### config.mk
export PLATFORM = sky130hd
export DESIGN_NAME = rram_write_verify_ctrl_flat
export DESIGN_NICKNAME = d
export VERILOG_FILES = /design/src/rtl/rram_write_verify_ctrl_if.sv /design/src/rtl/rram_write_verify_ctrl.sv /design/src/flat_wrapper.sv
export SDC_FILE = /design/constraint.sdc
export NUM_CORES = 1
export LEC_CHECK = 0
export ABC_AREA = 1
export BUFFER_PORTS_ARGS = -buffer_cell sky130_fd_sc_hd__clkbuf_2
export CAP_MARGIN = 20
export CORE_ASPECT_RATIO = 1.5
export CORE_UTILIZATION = 31
export DETAILED_ROUTE_END_ITERATION = 10
export PLACE_DENSITY = 0.49
export SETUP_SLACK_MARGIN = 0.5
export SKIP_LAST_GASP = 1
export SLEW_MARGIN = 10
export SYNTH_ARGS = -nofsm -noshare
export SYNTH_HDL_FRONTEND = slang
export SYNTH_SLANG_ARGS = --single-unit
### constraint.sdc
create_clock -name clk -period 3 [get_ports clk]
set_input_delay 0.3 -clock clk [delete_from_list [all_inputs] [get_ports clk]]
set_output_delay 0.3 -clock clk [all_outputs]
set_load 0.01 [all_outputs]
### src/rtl/rram_write_verify_ctrl_if.sv
// Request/response handshake bundle between the array sequencer (master)
// and the RRAM write-verify controller (slave).
interface rram_write_verify_ctrl_if;
  logic req_valid;
  logic req_ready;
  logic req_op;
  logic rsp_valid;
  logic rsp_ready;
  logic rsp_ok;

  modport master (
    output req_valid, req_op, rsp_ready,
    input  req_ready, rsp_valid, rsp_ok
  );

  modport slave (
    input  req_valid, req_op, rsp_ready,
    output req_ready, rsp_valid, rsp_ok
  );
endinterface

### src/rtl/rram_write_verify_ctrl.sv
// Write-verify controller for one RRAM cell: ramped SET/RESET pulses with a verify read after each.
// Optional macro RRAM_WV_PULSE_CNT_EN exports the per-request pulse count as rsp_pulses.
module rram_write_verify_ctrl #(
  parameter int unsigned DAC_W      = 6,
  parameter int unsigned PULSE_CYC  = 10,
  parameter int unsigned SETTLE_CYC = 4,
  parameter int unsigned READ_CYC   = 2,
  parameter int unsigned MAX_PULSES = 8,
  parameter int unsigned VSTART_SET = 20,
  parameter int unsigned VSTART_RST = 24,
  parameter int unsigned VSTEP      = 3,
  parameter int unsigned VMAX       = 40
) (
  input  logic                    clk,
  input  logic                    rst,
  rram_write_verify_ctrl_if.slave bus,
  output logic                    set_pulse,
  output logic                    reset_pulse,
  output logic [DAC_W-1:0]        vamp,
  output logic                    read_en,
  input  logic                    sense_lrs
`ifdef RRAM_WV_PULSE_CNT_EN
  ,
  output logic [$clog2(MAX_PULSES+1)-1:0] rsp_pulses
`endif
);
  localparam int unsigned CW   = $clog2(MAX_PULSES + 1);
  localparam int unsigned TMAX = (PULSE_CYC > SETTLE_CYC)
                               ? ((PULSE_CYC > READ_CYC) ? PULSE_CYC : READ_CYC)
                               : ((SETTLE_CYC > READ_CYC) ? SETTLE_CYC : READ_CYC);
  localparam int unsigned TW   = $clog2(TMAX + 1);

  localparam logic [TW-1:0]    PULSE_LAST  = TW'(PULSE_CYC - 1);
  localparam logic [TW-1:0]    SETTLE_LAST = TW'(SETTLE_CYC - 1);
  localparam logic [TW-1:0]    READ_LAST   = TW'(READ_CYC - 1);
  localparam logic [CW-1:0]    CNT_MAX     = CW'(MAX_PULSES);
  localparam logic [DAC_W-1:0] AMP_SET     = DAC_W'(VSTART_SET);
  localparam logic [DAC_W-1:0] AMP_RST     = DAC_W'(VSTART_RST);
  localparam logic [DAC_W:0]   STEP_W      = (DAC_W + 1)'(VSTEP);
  localparam logic [DAC_W:0]   VMAX_W      = (DAC_W + 1)'(VMAX);

  typedef enum logic [2:0] {IDLE, READ, PULSE, SETTLE, DONE} state_t;

  state_t           state, state_n;
  logic [TW-1:0]    timer, timer_n;
  logic [DAC_W-1:0] amp, amp_n;
  logic [CW-1:0]    cnt, cnt_n;
  logic             op, op_n;
  logic             ok, ok_n;
  logic             ready, rsp_v, rsp_ok_r;
  logic [DAC_W:0]   amp_sum;
  logic             hit;

  assign bus.req_ready = ready;
  assign bus.rsp_valid = rsp_v;
  assign bus.rsp_ok    = rsp_ok_r;
`ifdef RRAM_WV_PULSE_CNT_EN
  assign rsp_pulses    = cnt;
`endif

  always_comb begin
    state_n = state;
    timer_n = timer;
    amp_n   = amp;
    cnt_n   = cnt;
    op_n    = op;
    ok_n    = ok;
    amp_sum = {1'b0, amp} + STEP_W;
    hit     = op ? sense_lrs : !sense_lrs;
    case (state)
      IDLE: begin
        if (bus.req_valid && ready) begin
          op_n    = bus.req_op;
          amp_n   = bus.req_op ? AMP_SET : AMP_RST;
          cnt_n   = '0;
          timer_n = '0;
          ok_n    = 1'b0;
          state_n = READ;
        end
      end
      READ: begin
        if (timer == READ_LAST) begin
          timer_n = '0;
          // A hit on the final verify read still counts as success.
          if (hit) begin
            ok_n    = 1'b1;
            state_n = DONE;
          end else if (cnt == CNT_MAX) begin
            ok_n    = 1'b0;
            state_n = DONE;
          end else begin
            state_n = PULSE;
          end
        end else begin
          timer_n = timer + 1'b1;
        end
      end
      PULSE: begin
        if (timer == PULSE_LAST) begin
          timer_n = '0;
          cnt_n   = cnt + 1'b1;
          amp_n   = (amp_sum > VMAX_W) ? VMAX_W[DAC_W-1:0] : amp_sum[DAC_W-1:0];
          state_n = SETTLE;
        end else begin
          timer_n = timer + 1'b1;
        end
      end
      SETTLE: begin
        if (timer == SETTLE_LAST) begin
          timer_n = '0;
          state_n = READ;
        end else begin
          timer_n = timer + 1'b1;
        end
      end
      DONE: begin
        if (bus.rsp_ready && rsp_v) state_n = IDLE;
      end
      default: state_n = IDLE;
    endcase
  end

  // Outputs are registered from the next-state decode so they align with the state they describe.
  always_ff @(posedge clk or posedge rst) begin
    if (rst) begin
      state       <= IDLE;
      timer       <= '0;
      amp         <= '0;
      cnt         <= '0;
      op          <= 1'b0;
      ok          <= 1'b0;
      ready       <= 1'b0;
      rsp_v       <= 1'b0;
      rsp_ok_r    <= 1'b0;
      set_pulse   <= 1'b0;
      reset_pulse <= 1'b0;
      vamp        <= '0;
      read_en     <= 1'b0;
    end else begin
      state       <= state_n;
      timer       <= timer_n;
      amp         <= amp_n;
      cnt         <= cnt_n;
      op          <= op_n;
      ok          <= ok_n;
      ready       <= (state_n == IDLE);
      rsp_v       <= (state_n == DONE);
      rsp_ok_r    <= (state_n == DONE) && ok_n;
      set_pulse   <= (state_n == PULSE) && op_n;
      reset_pulse <= (state_n == PULSE) && !op_n;
      vamp        <= (state_n == PULSE) ? amp_n : '0;
      read_en     <= (state_n == READ);
    end
  end
endmodule

### src/flat_wrapper.sv
// flat-port wrapper written by rule: the top's interface ports become plain ports
module rram_write_verify_ctrl_flat 
#(
  parameter int unsigned DAC_W      = 6,
  parameter int unsigned PULSE_CYC  = 10,
  parameter int unsigned SETTLE_CYC = 4,
  parameter int unsigned READ_CYC   = 2,
  parameter int unsigned MAX_PULSES = 8,
  parameter int unsigned VSTART_SET = 20,
  parameter int unsigned VSTART_RST = 24,
  parameter int unsigned VSTEP      = 3,
  parameter int unsigned VMAX       = 40
)
  (clk, rst, set_pulse, reset_pulse, vamp, read_en, sense_lrs, bus_req_valid, bus_req_op, bus_rsp_ready, bus_req_ready, bus_rsp_valid, bus_rsp_ok);
  rram_write_verify_ctrl_if bus_i ();
  input  logic clk;
  input  logic rst;
  output logic set_pulse;
  output logic reset_pulse;
  output logic [DAC_W-1:0] vamp;
  output logic read_en;
  input  logic sense_lrs;
  input wire logic [$bits(bus_i.req_valid)-1:0] bus_req_valid;
  input wire logic [$bits(bus_i.req_op)-1:0] bus_req_op;
  input wire logic [$bits(bus_i.rsp_ready)-1:0] bus_rsp_ready;
  output wire logic [$bits(bus_i.req_ready)-1:0] bus_req_ready;
  output wire logic [$bits(bus_i.rsp_valid)-1:0] bus_rsp_valid;
  output wire logic [$bits(bus_i.rsp_ok)-1:0] bus_rsp_ok;
  assign bus_i.req_valid = bus_req_valid;
  assign bus_i.req_op = bus_req_op;
  assign bus_i.rsp_ready = bus_rsp_ready;
  assign bus_req_ready = bus_i.req_ready;
  assign bus_rsp_valid = bus_i.rsp_valid;
  assign bus_rsp_ok = bus_i.rsp_ok;
  rram_write_verify_ctrl #(.DAC_W(DAC_W), .PULSE_CYC(PULSE_CYC), .SETTLE_CYC(SETTLE_CYC), .READ_CYC(READ_CYC), .MAX_PULSES(MAX_PULSES), .VSTART_SET(VSTART_SET), .VSTART_RST(VSTART_RST), .VSTEP(VSTEP), .VMAX(VMAX)) u_core (.clk(clk), .rst(rst), .bus(bus_i), .set_pulse(set_pulse), .reset_pulse(reset_pulse), .vamp(vamp), .read_en(read_en), .sense_lrs(sense_lrs));
endmodule
==> summary.md <==
| Metric | Value |
|---|---|
| Syn Area/Cell | `roughly 8.4 um2` |
| Max-slew violations | `0` |
| Yosys cell types | `24` |
| CTS tree | `done` |
| Setup CP Type | `register to register` |
| Worst Max-Slew Pin Slew | `0.589 ns` |
| Post-synth ARST share | `1.00` |
| Slowest-stage cell, CP | `dfrtp_1` |
| IO Count | `18` |
| Fmax | `588 MHz` |
| CTS max path bufs | `2` |
| Die area | `5550 um2` |
| Hold buffer count at cts | `0` |
| Area grow syn2layout | `18.0%` |
| Rows | `31` |
| Hold WC Path Type | `input pin to asynchronous set/reset pin` |
| Number of synthesized flops with an enable pin | `0` |
| Initial core utilization | `0.330` |
| Worst Path Max Fanout | `4` |
| Pin count of the biggest net entering global routing | `17` |
| Lkg Pwr | `1.03 nW` |
| Avg WL per Cell | `about 12 um` |
| Vias in the first global route | `1272` |
| RSZ-0062 raised after global routing | `no` |
| Slew headroom | `0.607` |
| Die Y | `between 90 and 100 um` |
| Post-CTS Setup Inserts | `0` |
| RePlAce Congestion | `0.877` |
| 1st-iter DRT viols | `16` |
| Synth Net Count | `205` |
| Setup violators final | `0` |
| Root buffer cell | `clkbuf_8` |
| Setup TNS | `0 ns` |
| Total Routing Usage GR | `0.147` |
| Post-synthesis instance total | `just under 200` |
| Critical path's most frequent cell | `nand2_1` |
| Area leader, netlist | `dfrtp_1` |
| Period minus WS final | `1.70 ns` |
| Tcrit/Tclk final | `0.567` |
| CP peak stage delay | `between 0.4 and 0.5 ns` |
| Die W | `a little over 60 um` |
| Clk_skew | `about 0.0064 ns` |
| Multi-input gate area | `713 um2` |
| Layout Nets | `230` |
| Post_cts resized | `0` |
| MaxCap Viol Count | `0` |
| Post-DRT Antenna Nets | `0` |
| Worst path arrival time | `1.88 ns` |
| DRC Markers | `0` |
| Vias per cell | `~4.5` |
| Antenna violations before repair | `0` |
| Most used DFF post-synth | `dfrtp_1` |
| Worst skew pair latency | `0.29 ns` |
| GRT overflow | `0` |
| CTS buffer count | `5` |
| First-pass GRT wire length | `5880 um` |
| Synth Register Bits | `31` |
| CTS H-tree depth | `2` |
| Post-DP HPWL | `around 2900 um` |
| Crit path cell chain | `inv_1 -> ha_1 -> inv_1 -> nand3_1 -> nor2_1 -> nand2_1 -> nand2_1 -> a21oi_1 -> nand2_1 -> nand2_1 -> nand2_1 -> nand2_1 -> inv_1` |
| Clock-pin slew on the worst setup and hold paths | `0.07 ns` |
| Drt pass-1 iters | `4` |
| VDD IR-drop max | `roughly 400 uV` |
| Area of the core | `4930 um2` |
| FF/Latch Area | `between 700 and 800 um2` |
| Share of cells above drive strength 1 | `0.233` |
| Antenna diodes | `0` |
| CTS Sinks | `31` |
| Syn. warnings | `0` |
| Synth top area cells | `dfrtp_1 48%, nand2_1 8.5%, inv_1 6.2%` |
| Power, Total | `1.73 mW` |
| Final Hold Viols | `0` |
| Post-synth top area share | `0.477` |
| Synthesized area | `1630 um2` |
| Critical Path Sink Type | `register` |
| Run status | `finished, final reports clean` |
| Final Util | `0.390` |
| Via count | `1273` |
| Seq/Total Area, Yosys | `0.477` |
| CP required | `3.18 ns` |
| Pwr dens | `901 nW/um2` |
| Worst setup SP type | `register` |
| Input/output buffers | `17` |
| Filler cells | `about 530` |
| Total Wirelength | `3530 um` |
routing by layer:
metal	vias to the layer above	GRT usage	part of all wire
li1	657	-	-
met1	596	0.168	0.39
met2	12	0.250	0.56
met3	8	0.0344	0.023
met4	0	0.0644	0.022
met5	-	0	0
cell type report:
class                      count  share of cell area
clock buffer                   6              0.0430
clock inverter                 2              0.0182
inverter                      37              0.0723
multi-input combinational    125               0.371
sequential                    31               0.404
tap                           66              0.0430
timing repair buffer          18              0.0482
cell usage in the layout, fill, tap and decap left out, types with 3 or more instances in the layout:
cell      count
a21oi_1      10
clkbuf_2     17
clkbuf_8      6
dfrtp_1      31
ha_1          6
inv_1        27
inv_2        10
nand2_1      37
nand2_4       6
nand3_1      12
nand3_2       3
nand4_1       4
nor2_1       19
o21ai_0       3
o21ai_1       5
o22ai_1       3
xor2_1        4
flip-flops by register name, summed over array words and instances (netlist names), 3 cells and up:
name / count
u_core.amp: 6
u_core.vamp: 6
u_core.cnt: 4
u_core.timer: 4
u_core.state: 3
logic make-up (layout without fill, tap and decap cells):
| logic type | after synthesis | count (layout) | share of synthesized area |
|---|---|---|---|
| simple gates | 90 | 90 | 0.283 |
| buf+inv | 37 | 63 | 0.0853 |
| flops | 31 | 31 | 0.477 |
| compound gates | 24 | 24 | 0.0822 |
| fa+ha+maj | 6 | 6 | 0.0461 |
| xor+xnor | 5 | 5 | 0.0269 |
synth_stat cells, types with 2 or more instances:
cell type and instances:
nand3_1 12, nand2_4 6, nand4_1 4, a21oi_1 10, o22a_1 2, nor2_4 2
nand2_1 37, o21ai_1 5, inv_1 27, nand3_2 3, o22ai_1 3, inv_2 10
o21ai_0 3, nand2_2 2, nor2_1 19, dfrtp_1 31, nor3_1 2, xor2_1 4
ha_1 6
report_power, final:
group	total (mW)	switching, mW	leakage (nW)	internal, mW
Combinational	0.678	0.451	0.552	0.228
Clock	0.431	0.163	0.0612	0.269
Sequential	0.620	0.0892	0.412	0.531
critical path: cells and delay by family (launching register included):
kind | cells | cell delay (ns)
flops | 1 | 0.41
simple gates | 8 | 0.64
compound gates | 1 | 0.14
buf+inv | 3 | 0.22
fa+ha+maj | 1 | 0.18
through the flow:
step	worst slack, ns	cells	hold slack, ns	instance area (um2)
2_1_floorplan	1.53	193	0.404	1630
3_3_place_gp	1.27	277	0.373	1800
3_5_place_dp	1.31	277	0.388	1800
4_1_cts	1.29	285	0.0674	1920
5_1_grt	1.04	285	0.111	1920
6_report	1.30	285	0.0429	1920
path summary, 6_finish.rpt:
check                         startpoint              to  slack, ns  cells after the start
setup / recovery           u_core.amp[0]   u_core.amp[3]       1.30                     13
hold / removal                       rst  u_core.vamp[3]       0.04                      2
setup reg to reg           u_core.amp[0]   u_core.amp[3]       1.30                     13
hold reg to reg                u_core.ok       u_core.ok       0.49                      2
max in group asynchronous            rst   u_core.cnt[3]       2.31                      3
min in group clk              bus_req_op   u_core.amp[2]       0.33                      3
Power figures use the tool's default switching activity.
